<file path="config.mk">
export PLATFORM = sky130hd
export DESIGN_NAME = uart_rx_cfg
export DESIGN_NICKNAME = d
export VERILOG_FILES = /design/src/rtl/uart_rx_cfg.sv
export SDC_FILE = /design/constraint.sdc
export NUM_CORES = 1
export LEC_CHECK = 0
export ABC_AREA = 1
export BUFFER_PORTS_ARGS = -buffer_cell sky130_fd_sc_hd__buf_2
export CAP_MARGIN = 5
export CELL_PAD_IN_SITES_DETAIL_PLACEMENT = 0
export CELL_PAD_IN_SITES_GLOBAL_PLACEMENT = 1
export CORE_MARGIN = 3
export CORE_UTILIZATION = 40
export DETAILED_ROUTE_END_ITERATION = 6
export PLACE_DENSITY = 0.67
export SLEW_MARGIN = 40
export SYNTH_ARGS = -nofsm -noshare
export SYNTH_HDL_FRONTEND = slang
export SYNTH_SLANG_ARGS = --single-unit
</file>
<file path="constraint.sdc">
create_clock -name clk -period 8.22 [get_ports clk]
set_clock_uncertainty 0.05 [all_clocks]
set_input_delay 0.822 -clock clk [delete_from_list [all_inputs] [get_ports clk]]
set_output_delay 0.822 -clock clk [all_outputs]
set_load 0.01 [all_outputs]
</file>
<file path="src/rtl/uart_rx_cfg.sv">
// Runtime-configurable UART receiver: baud tick generator, 2-flop rx synchroniser,
// frame FSM (5-8 data bits, none/even/odd parity, 1 or 2 stop bits) and a
// first-word-fall-through receive FIFO with per-word parity/framing flags.
`timescale 1ns/1ps
module uart_rx_cfg #(
    parameter int DBIT_MAX   = 8,
    parameter int OVERSAMPLE = 16,
    parameter int FIFO_DEPTH = 16,
    parameter int DIV_W      = 11
) (
    input  logic                          clk,
    input  logic                          reset,
    input  logic                          rx,
    input  logic [DIV_W-1:0]              divisor,
    input  logic [1:0]                    data_bits,
    input  logic [1:0]                    parity_mode,
    input  logic                          two_stop,
    input  logic                          rd_en,
    input  logic                          clr_overrun,
    output logic [DBIT_MAX-1:0]           r_data,
    output logic                          r_perr,
    output logic                          r_ferr,
    output logic                          rx_empty,
    output logic                          rx_full,
    output logic [$clog2(FIFO_DEPTH):0]   rx_count,
    output logic                          overrun,
    output logic                          break_det
);

    localparam int AW = $clog2(FIFO_DEPTH);
    localparam int CW = AW + 1;
    localparam int SW = $clog2(OVERSAMPLE);
    localparam int NW = $clog2(DBIT_MAX);
    localparam logic [SW-1:0] S_MID = SW'(OVERSAMPLE / 2 - 1);
    localparam logic [SW-1:0] S_END = SW'(OVERSAMPLE - 1);

    typedef enum logic [2:0] {
        ST_IDLE,
        ST_START,
        ST_DATA,
        ST_PARITY,
        ST_STOP,
        ST_WAIT_HIGH
    } state_t;

    logic [DIV_W-1:0]    divCnt_q, divCnt_d;
    logic                tick;
    logic                sync1_q, sync2_q, rxS;

    state_t              state_q;
    logic [SW-1:0]       s_q;
    logic [NW-1:0]       n_q;
    logic                stopIdx_q;
    logic [1:0]          cfgBits_q;
    logic [1:0]          cfgPar_q;
    logic                cfgTwo_q;
    logic [DBIT_MAX-1:0] data_q;
    logic                perr_q, ferr_q, parBit_q;

    logic [NW-1:0]       lastIdx;
    logic                parityOn, expParity;
    logic                sampleEnd, wrEn, wrFerr, wrBreak;

    logic [DBIT_MAX+1:0] mem_q [FIFO_DEPTH];
    logic [AW-1:0]       wrPtr_q, rdPtr_q;
    logic [CW-1:0]       count_q, count_d;
    logic                isFull, doRd, doWr, ovSet;

    // Baud tick: count 0..divisor, tick on the terminal count and wrap
    always_comb begin
        tick     = (divCnt_q == divisor);
        divCnt_d = tick ? '0 : divCnt_q + DIV_W'(1);
    end

    // Tick counter register
    always_ff @(posedge clk) begin
        if (reset) divCnt_q <= '0;
        else       divCnt_q <= divCnt_d;
    end

    // Two-flop synchroniser for the asynchronous rx pin, idles high
    always_ff @(posedge clk) begin
        if (reset) begin
            sync1_q <= 1'b1;
            sync2_q <= 1'b1;
        end else begin
            sync1_q <= rx;
            sync2_q <= sync1_q;
        end
    end

    assign rxS = sync2_q;

    // Frame-level decode: last data index, parity expectation and the write strobe
    always_comb begin
        lastIdx   = NW'(cfgBits_q) + NW'(4);
        parityOn  = (cfgPar_q == 2'b01) || (cfgPar_q == 2'b10);
        expParity = (^data_q) ^ (cfgPar_q == 2'b10);
        sampleEnd = tick && (s_q == S_END);
        wrEn      = (state_q == ST_STOP) && sampleEnd && (!cfgTwo_q || stopIdx_q);
        wrFerr    = ferr_q | ~rxS;
        wrBreak   = wrFerr && (data_q == '0) && !parBit_q;
    end

    // Receive FSM: start validation, data/parity/stop sampling at bit centres
    always_ff @(posedge clk) begin
        if (reset) begin
            state_q   <= ST_IDLE;
            s_q       <= '0;
            n_q       <= '0;
            stopIdx_q <= 1'b0;
            cfgBits_q <= 2'b00;
            cfgPar_q  <= 2'b00;
            cfgTwo_q  <= 1'b0;
            data_q    <= '0;
            perr_q    <= 1'b0;
            ferr_q    <= 1'b0;
            parBit_q  <= 1'b0;
            break_det <= 1'b0;
        end else begin
            break_det <= 1'b0;
            case (state_q)
                ST_IDLE: begin
                    if (!rxS) begin
                        state_q   <= ST_START;
                        s_q       <= '0;
                        n_q       <= '0;
                        stopIdx_q <= 1'b0;
                        cfgBits_q <= data_bits;
                        cfgPar_q  <= parity_mode;
                        cfgTwo_q  <= two_stop;
                        data_q    <= '0;
                        perr_q    <= 1'b0;
                        ferr_q    <= 1'b0;
                        parBit_q  <= 1'b0;
                    end
                end
                ST_START: begin
                    if (tick) begin
                        if (s_q == S_MID) begin
                            s_q     <= '0;
                            n_q     <= '0;
                            state_q <= rxS ? ST_IDLE : ST_DATA;
                        end else begin
                            s_q <= s_q + SW'(1);
                        end
                    end
                end
                ST_DATA: begin
                    if (tick) begin
                        if (s_q == S_END) begin
                            s_q         <= '0;
                            data_q[n_q] <= rxS;
                            n_q         <= n_q + NW'(1);
                            if (n_q == lastIdx) state_q <= parityOn ? ST_PARITY : ST_STOP;
                        end else begin
                            s_q <= s_q + SW'(1);
                        end
                    end
                end
                ST_PARITY: begin
                    if (tick) begin
                        if (s_q == S_END) begin
                            s_q       <= '0;
                            parBit_q  <= rxS;
                            perr_q    <= (rxS != expParity);
                            stopIdx_q <= 1'b0;
                            state_q   <= ST_STOP;
                        end else begin
                            s_q <= s_q + SW'(1);
                        end
                    end
                end
                ST_STOP: begin
                    if (tick) begin
                        if (s_q == S_END) begin
                            s_q <= '0;
                            if (!rxS) ferr_q <= 1'b1;
                            if (wrEn) begin
                                break_det <= wrBreak;
                                stopIdx_q <= 1'b0;
                                state_q   <= wrFerr ? ST_WAIT_HIGH : ST_IDLE;
                            end else begin
                                stopIdx_q <= 1'b1;
                            end
                        end else begin
                            s_q <= s_q + SW'(1);
                        end
                    end
                end
                ST_WAIT_HIGH: begin
                    if (rxS) state_q <= ST_IDLE;
                end
                default: state_q <= ST_IDLE;
            endcase
        end
    end

    // FIFO control: read only when non-empty; write when space or a read frees a slot
    always_comb begin
        isFull  = (count_q == CW'(FIFO_DEPTH));
        doRd    = rd_en && (count_q != '0);
        doWr    = wrEn && (!isFull || doRd);
        ovSet   = wrEn && isFull && !doRd;
        count_d = count_q;
        if (doWr && !doRd)      count_d = count_q + CW'(1);
        else if (doRd && !doWr) count_d = count_q - CW'(1);
    end

    // FIFO storage: {perr, ferr, data} per entry
    always_ff @(posedge clk) begin
        if (doWr) mem_q[wrPtr_q] <= {perr_q, wrFerr, data_q};
    end

    // FIFO pointers, occupancy and sticky overrun (set beats clear)
    always_ff @(posedge clk) begin
        if (reset) begin
            wrPtr_q <= '0;
            rdPtr_q <= '0;
            count_q <= '0;
            overrun <= 1'b0;
        end else begin
            if (doWr) wrPtr_q <= wrPtr_q + AW'(1);
            if (doRd) rdPtr_q <= rdPtr_q + AW'(1);
            count_q <= count_d;
            if (ovSet)            overrun <= 1'b1;
            else if (clr_overrun) overrun <= 1'b0;
        end
    end

    // Head-of-FIFO presentation, forced to zero while empty
    always_comb begin
        rx_empty = (count_q == '0);
        rx_full  = isFull;
        rx_count = count_q;
        {r_perr, r_ferr, r_data} = rx_empty ? '0 : mem_q[rdPtr_q];
    end

endmodule

</file>
==> reports/qor.csv, run 1 <==
metric;value;unit
cts-buffers-inserted;24;
cts_resized;0;
grt_pass1_vias;6602;
ys.warnings.count;0;
synth_seq_cells;219;
path_class;flip-flop to primary output;
maxCapViolations;0;
p_int;0.00205;W
ys.flop_type;edfxtp_1;
syn_area;9520;sq um
clk_latency;0.51;ns
synthTopCellsByCount;169 x nor2_1, 160 x edfxtp_1, 120 x nand2_1, 104 x o21ai_0, 64 x inv_1;
setup_tns;0;ns
hold_violations;0;
place_hpwl;13.8;mm
cts-hold-fix-buffers;0;
cp.required;7.35;ns
yosysTopAreaCell;edfxtp_1;
antenna_cells;0;
grt_max_degree;82;
initial_core_util;0.414;
wire_per_inst;17.4;microns
grt_pass1_wl;36.3;mm
fp-row-count;55;
max_freq;236;MHz
dpl-instance-area;10100;sq um
fill_cells;2211;
fin_area;10800;sq um
synth_edf_count;160;
endpoint_kind;primary output;
syn-num-nets;971;
power_frac_comb;0.256;
slew_headroom;0.453;
overflow;0;
grt_setup_unrepaired;no;
drc;0;
p_leak;3.73;nW
p_switching;0.000994;W
drt_pass1_iterations;4;
synth_top_area_share;0.505;
clkPwrFrac;0.329;
setup_violations;0;
async_flop_share;0;
worstPathArrival;3.36;ns
fp.dieW;160;microns
antenna_left;0;
min_period;4.23;ns
io_pins;40;
ys_types;38;
gp_congestion;0.812;
slew_viol_final;0;
grt_usage;0.177;
die_h;160;microns
drt_iter0_drc;522;
vias;6595;
die_area;25700;sq um
crit_fanout;81;
post_cts_buffers;0;
totalWireLength;22.6;mm
synth.most_common_cell;nor2_1;
cts_tree;yes;
viasPerCell;5.07;
p_sw_frac;0.327;
clk_pin_slew;0.06;ns
synth_seq_area_share;0.629;
syn_avg_cell_area;10.2;sq um
cts_max_level;1;
synth.area.top_cells;edfxtp_1 50%, dfxtp_1 12%, nor2_1 6.7%;
root_buffer;clkbuf_16;
startpoint_type;flip-flop;
irDropWorstVdd;0.000157;V
status;finished, final reports clean;
worst_slew_pin_slew;0.820;ns
clockBufferDepth;3;
nets;1009;
syn_to_final_growth;13.4;%
cts.sinks;219;
synth_cells;932;
hold_path.class;flip-flop to flip-flop;
power;0.00304;W
fin_crit_sh;0.515;
p_seq_frac;0.415;
antenna_found_initial;0;
fp.coreArea;23000;sq um
drive_above_1_share;0.114;
powerDensity;282;nW/um^2
io_buffer_count;39;
critical path, cell delays in order (launching register included):
cell     delay [ns]
dfxtp_2        0.31
buf_4          0.35
inv_2          0.55
buf_4          0.51
o21ai_0        0.14
o22ai_1        0.14
nor2_1         0.06
nor2_1         0.09
o21ai_0        0.14
a21oi_1        0.30
buf_2          0.19
cells in the final DEF, fill, tap and decap left out, drive strengths merged, types with 30 or more instances in the layout:
master / instances
nand3: 48
dfxtp: 59
nor2: 174
inv: 69
nand2: 120
a21oi: 45
o221ai: 30
buf: 50
clkbuf: 34
o21ai: 105
edfxtp: 160
final timing paths:
| path | start | cells past startpoint | endpoint | slack (ns) |
|---|---|---|---|---|
| worst min-delay path | sync1_q$_SDFF_PP1_ | 1 | rxS$_SDFF_PP1_ | 0.36 |
| worst max-delay path | flip-flop | 10 | r_ferr | 3.99 |
| worst max register to register | s_q[0]$_SDFFE_PP0P_ | 15 | rx_count[4]$_SDFFE_PP0P_ | 5.06 |
| worst min register to register | sync1_q$_SDFF_PP1_ | 1 | rxS$_SDFF_PP1_ | 0.36 |
power groups by stage:
stage	logic, W	registers [W]	clock network [W]
after floorplan	0.000542	0.00128	0
after global placement	0.000777	0.00128	0
after detailed placement	0.000779	0.00128	0
after CTS	0.000783	0.00126	0.00103
after global routing	0.000884	0.00127	0.00108
final	0.000780	0.00126	0.00100
metrics by stage:
step,hold slack [ns],worst slack [ns],util,instances
floorplan,0.339,5.16,-,932
global route,0.365,3.76,0.469,1301
CTS,0.359,4.01,0.469,1301
finish,0.357,3.99,0.469,1301
global placement,0.341,4.57,0.437,1257
detailed placement,0.344,4.56,0.438,1257
registers in the layout, indices dropped and copies added (netlist names), 3 cells and up, named ones only:
signal / cells
mem_q: 160
rx_count: 5
s_q: 4
n_q: 3
divCnt_q: 11
state_q: 3
data_q: 8
wrPtr_q: 4
rdPtr_q: 4
metal layers:
layer  GRT usage  vias up  routed length [microns]
met5           0        -                        0
met4      0.0426        0                      391
met3      0.0220       30                     1220
met2       0.288      142                    10600
met1       0.253     3093                    10400
li1            -     3330                        -
area by class of cell:
| type | instances | area, sq um | share of cell area |
|---|---|---|---|
| inverters | 72 | 272 | 0.0252 |
| flip-flops and latches | 219 | 5990 | 0.555 |
| multi-input cells | 603 | 3140 | 0.291 |
| clock buffers | 34 | 659 | 0.0611 |
| repair buffers | 50 | 278 | 0.0257 |
| well taps | 313 | 392 | 0.0363 |
| clock inverters | 10 | 66.3 | 0.00615 |
cell families (layout without fill, tap and decap cells):
family	count (synthesis)	count (layout)	synth area share
and+or+nand+nor	367	367	0.163
DFF	219	219	0.629
AOI/OAI and AO/OA	198	198	0.121
buffers and inverters	110	166	0.0442
xor gates and xnor gates	20	20	0.0184
adders and majority gates	18	18	0.0245
Power figures use the tool's default switching activity.
==> run 2: changes to the inputs <==
--- a/config.mk
+++ b/config.mk
@@ -13,7 +13,7 @@
 export CORE_MARGIN = 3
 export CORE_UTILIZATION = 40
 export DETAILED_ROUTE_END_ITERATION = 6
-export PLACE_DENSITY = 0.67
+export PLACE_DENSITY = 0.7
 export SLEW_MARGIN = 40
 export SYNTH_ARGS = -nofsm -noshare
 export SYNTH_HDL_FRONTEND = slang
==> constraint.sdc (replaced) <==
create_clock -name clk -period 3.5 [get_ports clk]
set_clock_uncertainty 0.05 [all_clocks]
set_input_delay 0.35 -clock clk [delete_from_list [all_inputs] [get_ports clk]]
set_output_delay 0.35 -clock clk [all_outputs]
set_load 0.01 [all_outputs]
==> reports/qor.csv, run 2 (same netlist as run 1, synthesis figures left out) <==
metric;value;unit
route.met2.wl;10.6;mm
die_area;25700;sq um
hold_violations;0;
clkPwrFrac;0.359;
overflow;0;
cts.sinks;219;
hold_path.class;primary input to flip-flop;
setup.worst_path.start;s_q[0]$_SDFFE_PP0P_;
fp.coreArea;23000;sq um
cts-buffers-inserted;25;
p_leak;3.91;nW
fin_crit_sh;0.877;
fp.dieW;160;microns
grt_usage;0.178;
cts_tree;yes;
clk_latency;0.53;ns
min_period;3.07;ns
grt_setup_unrepaired;no;
antenna_cells;0;
crit_fanout;10;
grt_pass1_vias;6651;
p_sw_frac;0.322;
cts_max_level;1;
antenna_found_initial;0;
m1WireLength;10.3;mm
viasPerCell;5.13;
initial_core_util;0.414;
grt_pass1_wl;36.3;mm
power;0.00761;W
worstSetupEndpoint;rx_count[4]$_SDFFE_PP0P_;
max_freq;326;MHz
drt_pass1_iterations;5;
totalWireLength;22.8;mm
drc;0;
nets;1027;
reg2reg_slack;0.43;ns
drt_iter0_drc;541;
p_seq_frac;0.390;
worstRegToRegCells;15;
final_cell_mix;169 x nor2_1, 160 x edfxtp_1, 120 x nand2_1;
grt_max_degree;81;
slew_headroom;0.481;
drive_above_1_share;0.128;
worst_slew_pin_slew;0.778;ns
fp-row-count;55;
largestRegisters;mem_q x160, divCnt_q x11, data_q x8;
wl_met3;1.45;mm
die_h;160;microns
clk_pin_slew;0.06;ns
wire_per_inst;17.3;microns
top_register;mem_q;
status;finished, final reports clean;
rr_endpoint;rx_count[4]$_SDFFE_PP0P_;
top_layer;met4;
setup_violations;0;
path_class;flip-flop to flip-flop;
final_util;0.481;
io_pins;40;
antenna_left;0;
largest_reg_flops;160;
power_frac_comb;0.251;
startpoint_type;flip-flop;
mostFrequentLayoutCell;nor2_1;
place_hpwl;14.1;mm
p_int;0.00516;W
worstPathArrival;3.43;ns
cp.required;3.86;ns
syn_to_final_growth;16.2;%
maxCapViolations;0;
cts_resized;0;
vias;6775;
setup_tns;0;ns
gp_congestion;0.800;
powerDensity;688;nW/um^2
endpoint_kind;flip-flop;
slew_viol_final;0;
root_buffer;clkbuf_16;
worst_hold_slack;0.0401;ns
p_switching;0.00245;W
io_buffer_count;39;
irDropWorstVdd;0.000527;V
clockBufferDepth;3;
r2r-start;s_q[0]$_SDFFE_PP0P_;
-- run 2: repair_timing --
| action | in CTS | in global routing |
|---|---|---|
| endpoints found under the hold margin | 1 | 0 |
| buffers inserted | 0 | 0 |
| endpoints found under the setup margin | 0 | 0 |
| hold buffers | 1 | 0 |
-- run 2: layout make-up --
cell class,instances,area [sq um]
clock buffer,28,637
clock inverter,18,228
inverter,72,272
tap,313,392
timing repair buffer,67,433
fill,2184,11900
sequential,219,5990
multi-input combinational,603,3110
-- run 2: how the worst min path moves through the flow --
stage / start / endpoint / cells after the start
after floorplan: sync1_q$_SDFF_PP1_ / rxS$_SDFF_PP1_ / 1
after global placement: sync1_q$_SDFF_PP1_ / rxS$_SDFF_PP1_ / 1
after detailed placement: sync1_q$_SDFF_PP1_ / rxS$_SDFF_PP1_ / 1
after CTS: parity_mode[1] / cfgPar_q[1]$_SDFFE_PP0P_ / 3
after global routing: parity_mode[1] / cfgPar_q[1]$_SDFFE_PP0P_ / 3
final: parity_mode[1] / cfgPar_q[1]$_SDFFE_PP0P_ / 3
-- run 2: power by group through the flow --
stage	clock network (W)	registers (W)	logic [W]
final	0.00273	0.00297	0.00191
after global routing	0.00290	0.00298	0.00216
after CTS	0.00279	0.00297	0.00192
after detailed placement	0	0.00302	0.00191
after global placement	0	0.00302	0.00191
after floorplan	0	0.00300	0.00127
-- run 2: metal layers --
metal,vias to the layer above,track usage
li1,3369,-
met1,3185,0.245
met2,184,0.289
met3,37,0.0316
met4,0,0.0521
met5,-,0
-- run 2: through the flow --
step	setup slack [ns]	area, sq um	instances
global route	0.105	11100	1320
finish	0.431	11100	1320
floorplan	0.772	9520	932
detailed placement	0.424	10200	1273
global placement	0.536	10200	1273
CTS	0.409	11100	1320
-- run 2: worst max-delay path: stages (launching register included) --
cell and delay, ns:
dfxtp_1 0.38, ha_1 0.21, nand3_2 0.19, nor3_2 0.29, nand4_2 0.21, clkinv_2 0.17
ha_1 0.20, inv_1 0.10, fa_1 0.42, a21o_1 0.17, a21oi_1 0.15, nor2_1 0.06
nor2_1 0.08, nand2_1 0.06, o21ai_0 0.14, a21oi_1 0.06
